File: src/rtl/mod113_residue_accumulator_pkg.sv
// Shared mod-113 definitions: modulus, residue type and the one-subtract modular add.
package mod113_pkg;

  localparam int MOD = 113;
  localparam int RW  = 7;

  typedef logic [RW-1:0] res_t;

  // Both operands are already reduced, so their sum is below 2*MOD and one
  // conditional subtract brings it back into [0, MOD-1].
  function automatic res_t mod_add(input res_t a, input res_t b);
    logic [RW:0] s;
    s = {1'b0, a} + {1'b0, b};
    if (s >= (RW+1)'(MOD)) begin
      s = s - (RW+1)'(MOD);
    end
    return s[RW-1:0];
  endfunction

endpackage

File: src/rtl/mod113_residue_accumulator_mod_add_113.sv
// Combinational mod-113 adder of two reduced residues.
module mod_add_113
  import mod113_pkg::*;
(
  input  res_t a,
  input  res_t b,
  output res_t y
);

  assign y = mod_add(a, b);

endmodule

File: src/rtl/mod113_residue_accumulator.sv
// Streams LANES residues per beat, folds them mod 113 across an in_last-delimited
// message and presents one 7-bit residue (plus an out-of-range flag) per message.
module mod113_residue_accumulator
  import mod113_pkg::*;
#(
  parameter int LANES = 4
) (
  input  logic                clk,
  input  logic                rst_n,
  input  logic                in_valid,
  output logic                in_ready,
  input  logic [LANES*RW-1:0] in_res,
  input  logic                in_last,
  output logic                out_valid,
  input  logic                out_ready,
  output logic [RW-1:0]       out_res,
  output logic                out_err
);

  localparam int LEVELS = $clog2(LANES);

  // Sanitised lanes: codes 113..127 cannot come from a healthy LUT stage, so
  // they contribute nothing to the sum and only raise the error flag.
  res_t             w_lane [LANES];
  logic [LANES-1:0] w_lane_err;
  res_t             w_beat_sum;
  logic             w_beat_err;
  res_t             w_acc_next;
  logic             w_stall;
  logic             w_s1_adv;
  logic             w_in_fire;

  logic             r_ready_en;
  logic             r_s1_valid;
  res_t             r_s1_sum;
  logic             r_s1_last;
  logic             r_s1_err;
  res_t             r_acc;
  logic             r_err_acc;
  logic             r_out_valid;
  res_t             r_out_res;
  logic             r_out_err;

  genvar gi;
  genvar gl;

  generate
    for (gi = 0; gi < LANES; gi++) begin : g_lane
      assign w_lane_err[gi] = (in_res[gi*RW +: RW] >= RW'(MOD));
      assign w_lane[gi]     = w_lane_err[gi] ? '0 : in_res[gi*RW +: RW];
    end

    // Balanced reduction tree: level gl halves the number of partial sums.
    for (gl = 0; gl < LEVELS; gl++) begin : g_lvl
      localparam int N = LANES >> (gl + 1);
      res_t w_sum [N];
      for (gi = 0; gi < N; gi++) begin : g_add
        res_t w_a;
        res_t w_b;
        if (gl == 0) begin : g_leaf
          assign w_a = w_lane[2*gi];
          assign w_b = w_lane[2*gi+1];
        end else begin : g_inner
          assign w_a = g_lvl[gl-1].w_sum[2*gi];
          assign w_b = g_lvl[gl-1].w_sum[2*gi+1];
        end
        mod_add_113 u_add (.a(w_a), .b(w_b), .y(w_sum[gi]));
      end
    end
  endgenerate

  assign w_beat_sum = g_lvl[LEVELS-1].w_sum[0];
  assign w_beat_err = |w_lane_err;

  mod_add_113 u_acc_add (.a(r_acc), .b(r_s1_sum), .y(w_acc_next));

  // Only a closing beat can be blocked, and only by an unread result.
  assign w_stall   = r_s1_valid && r_s1_last && r_out_valid && !out_ready;
  assign w_s1_adv  = r_s1_valid && !w_stall;
  assign in_ready  = r_ready_en && !w_stall;
  assign w_in_fire = in_valid && in_ready;

  // Hold off input acceptance until the first clock after reset release.
  always_ff @(posedge clk or negedge rst_n) begin
    if (!rst_n) r_ready_en <= 1'b0;
    else        r_ready_en <= 1'b1;
  end

  // S1: capture the reduced beat; an idle or advancing S1 is always refilled.
  always_ff @(posedge clk or negedge rst_n) begin
    if (!rst_n) begin
      r_s1_valid <= 1'b0;
      r_s1_sum   <= '0;
      r_s1_last  <= 1'b0;
      r_s1_err   <= 1'b0;
    end else begin
      if (in_ready) begin
        r_s1_valid <= in_valid;
      end
      if (w_in_fire) begin
        r_s1_sum  <= w_beat_sum;
        r_s1_last <= in_last;
        r_s1_err  <= w_beat_err;
      end
    end
  end

  // S2 accumulator: fold mid-message beats, restart after the closing beat.
  always_ff @(posedge clk or negedge rst_n) begin
    if (!rst_n) begin
      r_acc     <= '0;
      r_err_acc <= 1'b0;
    end else if (w_s1_adv) begin
      if (r_s1_last) begin
        r_acc     <= '0;
        r_err_acc <= 1'b0;
      end else begin
        r_acc     <= w_acc_next;
        r_err_acc <= r_err_acc | r_s1_err;
      end
    end
  end

  // Output register: drain on out_ready; a new result in the same cycle wins.
  always_ff @(posedge clk or negedge rst_n) begin
    if (!rst_n) begin
      r_out_valid <= 1'b0;
      r_out_res   <= '0;
      r_out_err   <= 1'b0;
    end else begin
      if (r_out_valid && out_ready) begin
        r_out_valid <= 1'b0;
      end
      if (w_s1_adv && r_s1_last) begin
        r_out_valid <= 1'b1;
        r_out_res   <= w_acc_next;
        r_out_err   <= r_err_acc | r_s1_err;
      end
    end
  end

  assign out_valid = r_out_valid;
  assign out_res   = r_out_res;
  assign out_err   = r_out_err;

endmodule
File: config.mk
export PLATFORM = sky130hd
export DESIGN_NAME = mod113_residue_accumulator
export DESIGN_NICKNAME = d
export VERILOG_FILES = /design/src/rtl/mod113_residue_accumulator_pkg.sv /design/src/rtl/mod113_residue_accumulator_mod_add_113.sv /design/src/rtl/mod113_residue_accumulator.sv
export SDC_FILE = /design/constraint.sdc
export NUM_CORES = 1
export LEC_CHECK = 0
export BUFFER_PORTS_ARGS = -buffer_cell sky130_fd_sc_hd__buf_2
export CORE_MARGIN = 2
export CORE_UTILIZATION = 35
export CTS_BUF_LIST = sky130_fd_sc_hd__clkbuf_8
export DETAILED_ROUTE_END_ITERATION = 12
export GPL_TIMING_DRIVEN = 0
export PLACE_DENSITY = 0.58
export SKIP_CTS_REPAIR_TIMING = 1
export SLEW_MARGIN = 40
export SYNTH_ARGS = -nofsm -noshare
export SYNTH_HDL_FRONTEND = slang
export SYNTH_SLANG_ARGS = --single-unit
File: constraint.sdc
create_clock -name clk -period 3.39 [get_ports clk]
set_clock_uncertainty 0.15 [all_clocks]
set_input_delay 0.339 -clock clk [delete_from_list [all_inputs] [get_ports clk]]
set_output_delay 0.339 -clock clk [all_outputs]
set_load 0.005 [all_outputs]
==> results of run 1 <==
[power by group through the flow]
stage / logic (uW) / clock network (uW) / registers, uW
after floorplan: 2040 / 0 / 548
after global routing: 3450 / 230 / 572
after CTS: 2600 / 220 / 556
final: 3070 / 215 / 551
after detailed placement: 2590 / 0 / 564
after global placement: 2550 / 0 / 559
[placed cells by master (no fill, tap or decap), types with 3 or more instances in the layout]
| master | instances |
|---|---|
| nand3b_1 | 5 |
| or3_1 | 10 |
| nor2_2 | 4 |
| a211oi_2 | 4 |
| ha_1 | 29 |
| nor3b_1 | 5 |
| o211ai_1 | 8 |
| nand4_1 | 6 |
| nand2_1 | 34 |
| buf_4 | 17 |
| o21ai_1 | 6 |
| a31oi_1 | 8 |
| a21o_1 | 9 |
| buf_6 | 5 |
| o21a_1 | 3 |
| a211oi_1 | 5 |
| nand2b_1 | 4 |
| nor3_1 | 5 |
| buf_2 | 36 |
| xnor2_1 | 10 |
| nand3_1 | 13 |
| dfrtp_1 | 28 |
| fa_2 | 3 |
| o21ai_2 | 4 |
| mux2i_1 | 5 |
| ha_4 | 5 |
| and2_1 | 19 |
| o21ai_0 | 36 |
| nor2_1 | 20 |
| a21oi_1 | 11 |
| o311ai_0 | 3 |
| xor2_1 | 8 |
| xnor2_2 | 5 |
| inv_1 | 19 |
| clkbuf_8 | 4 |
| nor2b_1 | 13 |
[cell type report]
| type | instances | area (um2) | share of cell area |
|---|---|---|---|
| Multi-Input combinational cell | 357 | 2860 | 0.674 |
| Sequential cell | 28 | 701 | 0.165 |
| Timing Repair Buffer | 61 | 404 | 0.0951 |
| Tap cell | 111 | 139 | 0.0327 |
| Inverter | 21 | 81.3 | 0.0191 |
| Clock buffer | 4 | 55.1 | 0.0129 |
| Buffer | 2 | 7.51 | 0.00177 |
[flip-flops by register name, indices dropped and copies added (netlist names)]
register	flops
out_err	1
out_res	7
out_valid	1
r_acc	7
r_err_acc	1
r_ready_en	1
r_s1_err	1
r_s1_last	1
r_s1_sum	7
r_s1_valid	1
[routing by layer]
| metal | vias to the layer above | GRT usage | wire length [um] |
|---|---|---|---|
| li1 | 1648 | - | - |
| met5 | - | 0 | 0 |
| met1 | 1475 | 0.214 | 3790 |
| met4 | 0 | 0.0285 | 61 |
| met2 | 49 | 0.270 | 3960 |
| met3 | 5 | 0.0153 | 204 |
[worst reg2reg max path, stage by stage (launching register included)]
cell and delay (ns):
dfrtp_1 0.39, ha_1 0.23, fa_1 0.45, a211oi_1 0.38, or4b_1 0.17, nand4_1 0.23
a41oi_1 0.52, xnor2_1 0.16, mux2_2 0.28
[stage by stage]
stage / utilization / hold WS [ns]
finish: 0.465 / 0.123
global route: 0.465 / 0.142
CTS: 0.420 / -0.0633
detailed placement: 0.414 / 0.253
global placement: 0.414 / 0.247
floorplan: - / -0.107
[kinds of logic (layout without fill, tap and decap cells)]
logic type,Yosys count,in the layout
buffers and inverters,23,88
AO/OA/AOI/OAI,120,120
adder cells (fa/ha/maj),40,40
AND/OR/NAND/NOR,163,163
XOR/XNOR,25,25
multiplexers,8,8
other,1,1
flip-flops,28,28
[worst max path at each step]
stage / to / slack, ns / cells after the start / startpoint
floorplan: r_s1_sum[3] / -1.24 / 19 / in_res[20]
global placement: r_s1_sum[3] / -1.77 / 19 / in_res[11]
detailed placement: r_s1_sum[1] / -1.78 / 19 / in_res[12]
CTS: r_s1_sum[1] / -1.48 / 20 / in_res[12]
global route: r_s1_sum[3] / -1.59 / 18 / in_res[23]
finish: r_s1_sum[3] / -1.35 / 16 / in_res[27]
==> impl_metrics.tcl, run 1 <==
set metrics [dict create \
    drtAntennaViolNets 0 \
    ys_seq_area_frac 0.214 \
    drtIter0Drc 109 \
    wl_per_cell_um 13.7 \
    drive_gt1_frac 0.264 \
    vias_per_cell 5.44 \
    grt_pass1_wl_um 13200 \
    clockBufferDepth 2 \
    synthAdderAreaFrac 0.162 \
    numCtsBuffers 3 \
    path_clk_slew_ns 0.11 \
    routed_wl_um 8020 \
    switching_power_uw 1900 \
    min_period_ns 4.74 \
    rsz0062_at_grt "yes" \
    fillers 903 \
    synth_top_family_by_area "simple AND/OR/NAND/NOR gates" \
    path_buf_inv 1 \
    clkPwrFrac 0.056 \
    yosys_warnings 0 \
    vias 3177 \
    muxShareOfSynthArea 0.0252 \
    cpPeakStageDelay_ns 0.70 \
    dp.cells 561 \
    yosysMostFrequentCell "o21ai_0" \
    syn_area_per_cell_um2 8.04 \
    die-area_mm2 0.0102 \
    drcViolationCount 0 \
    p_int_uw 1940 \
    ys_types 55 \
    synth_top_cell_area_share 0.214 \
    insertion_delay_ns 0.29 \
    syn_area_mm2 0.00328 \
    die_x_um 101 \
    reg2reg_to "out_res[0]" \
    cts_num_sinks 28 \
    grt_pass1_vias 2947 \
    syn-num-nets 481 \
    hp-start "in_last" \
    place_hpwl_um 6370 \
    maxSlewHeadroom 0.491 \
    power_frac_seq 0.144 \
    synthSimpleGateAreaFrac 0.266 \
    synthTopCellsByArea "dfrtp_1 21%, ha_1 14%, o21ai_0 6.9%" \
    swShare 0.495 \
    synth_seq_cells 28 \
    gp_congestion 0.824 \
    final_cells 584 \
    final.period_utilization 1.40 \
    pwr-share-comb 0.800 \
    fin_nets 547 \
    slew_viol_final 0 \
    synth_compound_area_frac 0.239 \
    powerDensity_mw_per_mm2 903 \
    synth_cells 408 \
    place_area_mm2 0.00379 \
    hold_class "input port to flip-flop" \
    hold_violations 0 \
    r2r_start "r_s1_sum[0]" \
    cp_max_fo 5 \
    ff2ff_path_depth 8 \
    io_pins 43 \
    h-tree-depth 1 \
    cp_slowest_cell "o311ai_0" \
    overflow 0 \
    post-place-ws_ns -1.78 \
    core_mm2 0.00915 \
    tightest_slew_ns 0.755 \
    peakVddDrop_mv 0.307 \
    firstDrtPassIters 4 \
    syn_to_final_growth_pct 29.6 \
    violations "negative setup slack" \
    diodes 0 \
    outcome "finished with violations" \
    async_reset_ff_frac 1.00 \
    rrSetupSlack_ns 0.31 \
    yosysTopAreaCell "dfrtp_1" \
    cp.required_ns 3.46 \
    cts_tree "done" \
    finalInstanceArea_mm2 0.00425 \
    critical_path_class "input port to flip-flop" \
    synth-edff-count 0 \
    gr-usage-all-layers 0.157 \
    setup_tns_ns -8.45 \
    path_cells "buf_8 -> nand3_4 -> and2_1 -> ha_1 -> a21o_1 -> a21oi_1 -> mux2i_4 -> a2111oi_4 -> o311ai_0 -> ha_4 -> o21ai_2 -> or4b_1 -> o2111a_2 -> o41a_1 -> or3_1 -> a31oi_1" \
    grt_max_degree 29 \
    crit_family "compound AO/OA/AOI/OAI gates" \
    power_uw 3840 \
    endpoint_kind "flip-flop" \
    antenna_found_initial 0 \
    initial_core_util 0.358 \
    setup_violations 7 \
    portBuffers 42 \
    ys_dominant_reg_cell "dfrtp_1" \
    whs_endpoint "r_s1_last" \
    max-cap-violations 0 \
    yosys.area_share.xor_xnor 0.0667 \
    cp-start-kind "input port" \
    cp.arrival_ns 4.81 \
    fmax_mhz 211 \
    die_y_um 101 \
    fin_ws_ns -1.35 \
    num_rows 35 \
    min_path_cells 3 \
    clockRootBuffer "clkbuf_8" \
    synthTopCellsByCount "45 x o21ai_0, 36 x ha_1, 35 x nand2_1" \
    leakagePower_uw 0.00182 \
]
Note: power is estimated with default switching activity, not from simulation.
==> inputs of run 2 (changes only) <==
- CTS_BUF_LIST: sky130_fd_sc_hd__clkbuf_8 -> not set
- MAX_ROUTING_LAYER: not set -> met4
==> run 2 against run 1 <==
Net effect: final area unchanged; fmax is essentially flat; core utilization is the same; the run still ends with negative setup slack left; hold slack about the same; combinational power barely moved; largest cell class unchanged; sequential share of layout area unchanged.
==> impl_metrics.tcl, run 2 (same netlist as run 1, synthesis figures left out) <==
set metrics [dict create \
    outcome "finished with violations" \
    violations "negative setup slack" \
    routed_wl_um 7990 \
    path_clk_slew_ns 0.11 \
    multiInputGateArea_mm2 0.00286 \
    peakVddDrop_mv 0.307 \
    swShare 0.495 \
    drtIter0Drc 99 \
    vias 3180 \
    min_period_ns 4.75 \
    gp_congestion 0.837 \
    vias_per_cell 5.45 \
    grt_pass1_vias 2947 \
    cts_num_sinks 28 \
    grt_max_degree 29 \
    fin_ws_ns -1.36 \
    drtAntennaViolNets 0 \
    slew_viol_final 0 \
    tightest_slew_ns 0.755 \
    finalInstanceArea_mm2 0.00425 \
    syn_to_final_growth_pct 29.6 \
    numCtsBuffers 3 \
    grt_pass1_wl_um 13200 \
    clockRootBuffer "clkbuf_8" \
    final_util 0.465 \
    leakagePower_uw 0.00182 \
    rsz0062_at_grt "yes" \
    endpoint_kind "flip-flop" \
    fmax_mhz 211 \
    clockBufferDepth 2 \
    core_mm2 0.00915 \
    post-place-ws_ns -1.78 \
    final_cells 584 \
    gr-usage-all-layers 0.161 \
    rrSetupSlack_ns 0.31 \
    die_x_um 101 \
    fin_nets 547 \
    overflow 0 \
    io_pins 43 \
    max-cap-violations 0 \
    switching_power_uw 1900 \
    clkPwrFrac 0.056 \
    drive_gt1_frac 0.264 \
    seqCellArea_um2 701 \
    setup_violations 7 \
    place_area_mm2 0.00379 \
    power_frac_seq 0.144 \
    cp-start-kind "input port" \
    cp.required_ns 3.46 \
    die-area_mm2 0.0102 \
    cp_max_fo 5 \
    firstDrtPassIters 4 \
    diodes 0 \
    final.period_utilization 1.40 \
    die_y_um 101 \
    antenna_found_initial 0 \
    hold_class "input port to flip-flop" \
    critical_path_class "input port to flip-flop" \
    dp.cells 561 \
    h-tree-depth 1 \
    fillers 903 \
    pwr-share-comb 0.800 \
    num_rows 35 \
    final_cell_mix "36 x o21ai_0, 36 x buf_2, 34 x nand2_1" \
    hold_violations 0 \
    initial_core_util 0.358 \
    wl_per_cell_um 13.7 \
    whs_ns 0.123 \
    drcViolationCount 0 \
    cts_tree "done" \
    p_int_uw 1940 \
    insertion_delay_ns 0.29 \
    place_hpwl_um 6370 \
    maxSlewHeadroom 0.490 \
    cp.arrival_ns 4.82 \
    portBuffers 42 \
    powerDensity_mw_per_mm2 903 \
]
==> run 2: through the flow <==
stage	total power (uW)	TNS, ns
after floorplan	2590	-7.53
after global placement	3110	-11.50
after detailed placement	3150	-11.50
after CTS	3380	-9.39
after global routing	4250	-10.26
final	3840	-8.47
==> run 2: final timing paths <==
path                                to  cells past startpoint        start
max                        r_s1_sum[3]                     16   in_res[27]
min                          r_s1_last                      3      in_last
max reg2reg                 out_res[0]                      8  r_s1_sum[0]
min reg2reg                r_s1_sum[2]                      2  r_s1_sum[2]
max in group asynchronous      out_err                      2        rst_n
min in group asynchronous   out_res[6]                      2        rst_n
==> run 2: layer usage <==
layer	up-vias	global-route usage	share of wire
met3	7	0.0146	0.026
met4	0	0.0285	0.0088
li1	1649	-	-
met5	-	-	0
met2	55	0.272	0.50
met1	1469	0.212	0.47
==> run 2: worst max-delay path, cell delays in order <==
cell and delay (ns):
buf_8 0.08, nand3_4 0.09, and2_1 0.21, ha_1 0.32
a21o_1 0.18, a21oi_1 0.38, mux2i_4 0.38, a2111oi_4 0.13
o311ai_0 0.70, ha_4 0.26, o21ai_2 0.07, or4b_1 0.51
o2111a_2 0.18, o41a_1 0.45, or3_1 0.37, a31oi_1 0.16
==> run 2: area by class of cell <==
class,instances,area share
timing repair buffer,61,0.0951
clock buffer,4,0.0129
tap,111,0.0327
buffer,2,0.00177
inverter,21,0.0191
multi-input combinational,357,0.674
sequential,28,0.165
==> run 2: power by group through the flow <==
stage	Sequential (uW)	Combinational, uW	Clock, uW
2_1_floorplan	548	2040	0
3_3_place_gp	559	2550	0
3_5_place_dp	564	2590	0
5_1_grt	572	3450	230
6_report	552	3070	215
4_1_cts	556	2600	220
==> inputs of run 3 (changes only) <==
- PLACE_DENSITY: 0.58 -> 0.6
- clock period: 3.39 -> 3.8 ns (I/O delays scaled with it)
==> run 3 against run 2 <==
Net effect: the flow finishes with violations (negative hold slack, negative setup slack); sequential power decreased by 11%; first-iteration DRC count decreased by 2.0%; count of clock-buffer cells in the layout unchanged; hold slack lost 0.17 ns; die area is the same; critical path depth up 2; largest cell class unchanged; largest power group unchanged.
==> impl_metrics.tcl, run 3 (same netlist as run 1, synthesis figures left out) <==
set metrics [dict create \
    drive_gt1_frac 0.265 \
    crit_top_cell "o2111ai_2" \
    critical_path_class "input port to flip-flop" \
    final_cell_mix "38 x o21ai_0, 36 x buf_2, 34 x nand2_1" \
    gr-usage-all-layers 0.157 \
    power_uw 3330 \
    overflow 0 \
    outcome "finished with violations" \
    core_mm2 0.00915 \
    hold_violations 28 \
    cp_max_fo 4 \
    maxSlewHeadroom 0.541 \
    max-cap-violations 0 \
    syn_to_final_growth_pct 27.7 \
    vias_per_cell 5.56 \
    portBuffers 42 \
    fmax_mhz 208 \
    routed_wl_um 7820 \
    antenna_found_initial 0 \
    peakVddDrop_mv 0.333 \
    cp_slowest_cell "or4b_4" \
    numCtsBuffers 3 \
    diodes 0 \
    post-place-ws_ns -1.42 \
    cpPeakStageDelay_ns 0.50 \
    grt_pass1_wl_um 12900 \
    cp-start-kind "input port" \
    drcViolationCount 0 \
    io_pins 43 \
    cp.arrival_ns 4.86 \
    setup_violations 7 \
    whs_ns -0.0486 \
    insertion_delay_ns 0.28 \
    fillers 882 \
    die_y_um 101 \
    drtAntennaViolNets 0 \
    initial_core_util 0.358 \
    endpoint_kind "flip-flop" \
    min_period_ns 4.80 \
    wl_per_cell_um 13.5 \
    gp_congestion 0.882 \
    final.period_utilization 1.26 \
    num_rows 35 \
    die_x_um 101 \
    cts_num_sinks 28 \
    clockBufferDepth 2 \
    grt_pass1_vias 2936 \
    violations "negative hold slack, negative setup slack" \
    tightest_slew_ns 0.684 \
    fin_nets 542 \
    vias 3220 \
    setup_tns_ns -6.12 \
    h-tree-depth 1 \
    final_common_cell "o21ai_0" \
    grt_max_degree 29 \
    path_cells "buf_2 -> nor4_2 -> nor2_2 -> nor2b_1 -> ha_1 -> o21ai_0 -> or4b_4 -> o2111ai_2 -> o2111ai_2 -> nand2_2 -> mux2_4 -> fa_2 -> a211oi_4 -> nor2_1 -> xnor2_1 -> o41a_1 -> or3_1 -> a31oi_1" \
    powerDensity_mw_per_mm2 794 \
    drtIter0Drc 97 \
    multiInputGateArea_mm2 0.00285 \
    cts_tree "done" \
    place_hpwl_um 6350 \
    firstDrtPassIters 4 \
    cp.required_ns 3.86 \
    die-area_mm2 0.0102 \
    clockRootBuffer "clkbuf_8" \
    leakagePower_uw 0.00180 \
    hold_class "input port to asynchronous set/reset pin" \
    seqCellArea_um2 701 \
    final_util 0.458 \
    path_clk_slew_ns 0.10 \
    rsz0062_at_grt "yes" \
    fin_ws_ns -1.00 \
    slew_viol_final 0 \
]
run 3: power by group:
| part | internal (uW) | switching (uW) | total (uW) |
|---|---|---|---|
| sequential | 421 | 73.1 | 494 |
| clock | 92.9 | 94.9 | 188 |
| combinational | 1140 | 1510 | 2650 |
| total | 1650 | 1680 | 3330 |
run 3: final cells by class:
| cell class | count | share of cell area |
|---|---|---|
| Timing Repair Buffer | 56 | 0.0851 |
| Clock buffer | 4 | 0.0131 |
| Tap cell | 111 | 0.0331 |
| Multi-Input combinational cell | 357 | 0.680 |
| Buffer | 2 | 0.00179 |
| Sequential cell | 28 | 0.167 |
| Inverter | 21 | 0.0194 |
run 3: metrics by stage:
step / hold slack, ns / instances / cell area, um2
final: -0.0486 / 579 / 4190
after global routing: 0.0150 / 579 / 4190
after CTS: -0.0193 / 565 / 3840
after detailed placement: 0.295 / 561 / 3790
after global placement: 0.288 / 561 / 3790
after floorplan: -0.0656 / 408 / 3440
run 3: critical path: cells and delay by family:
kind,cells,cell delay [ns]
AOI/OAI and AO/OA,6,1.44
buffers and inverters,1,0.11
xor gates and xnor gates,1,0.22
and+or+nand+nor,7,1.70
muxes,1,0.34
adders and majority gates,2,0.66
run 3: final timing paths:
check / from / endpoint / slack (ns) / depth (start not counted)
worst min register to register: out_err / out_err / 0.33 / 2
min in group clk: in_last / r_s1_last / 0.17 / 3
worst min-delay path: rst_n / out_res[4] / -0.05 / 1
max in group asynchronous: rst_n / r_s1_sum[1] / 3.12 / 1
worst max register to register: r_acc[0] / out_res[3] / 0.56 / 8
worst max-delay path: in_res[7] / r_s1_sum[3] / -1.00 / 18
run 3: layer usage:
metal / track usage / up-vias / share of wire
met5: - / - / 0
met4: 0.0327 / 0 / 0.016
li1: - / 1636 / -
met2: 0.267 / 64 / 0.49
met1: 0.203 / 1507 / 0.46
met3: 0.0153 / 13 / 0.028
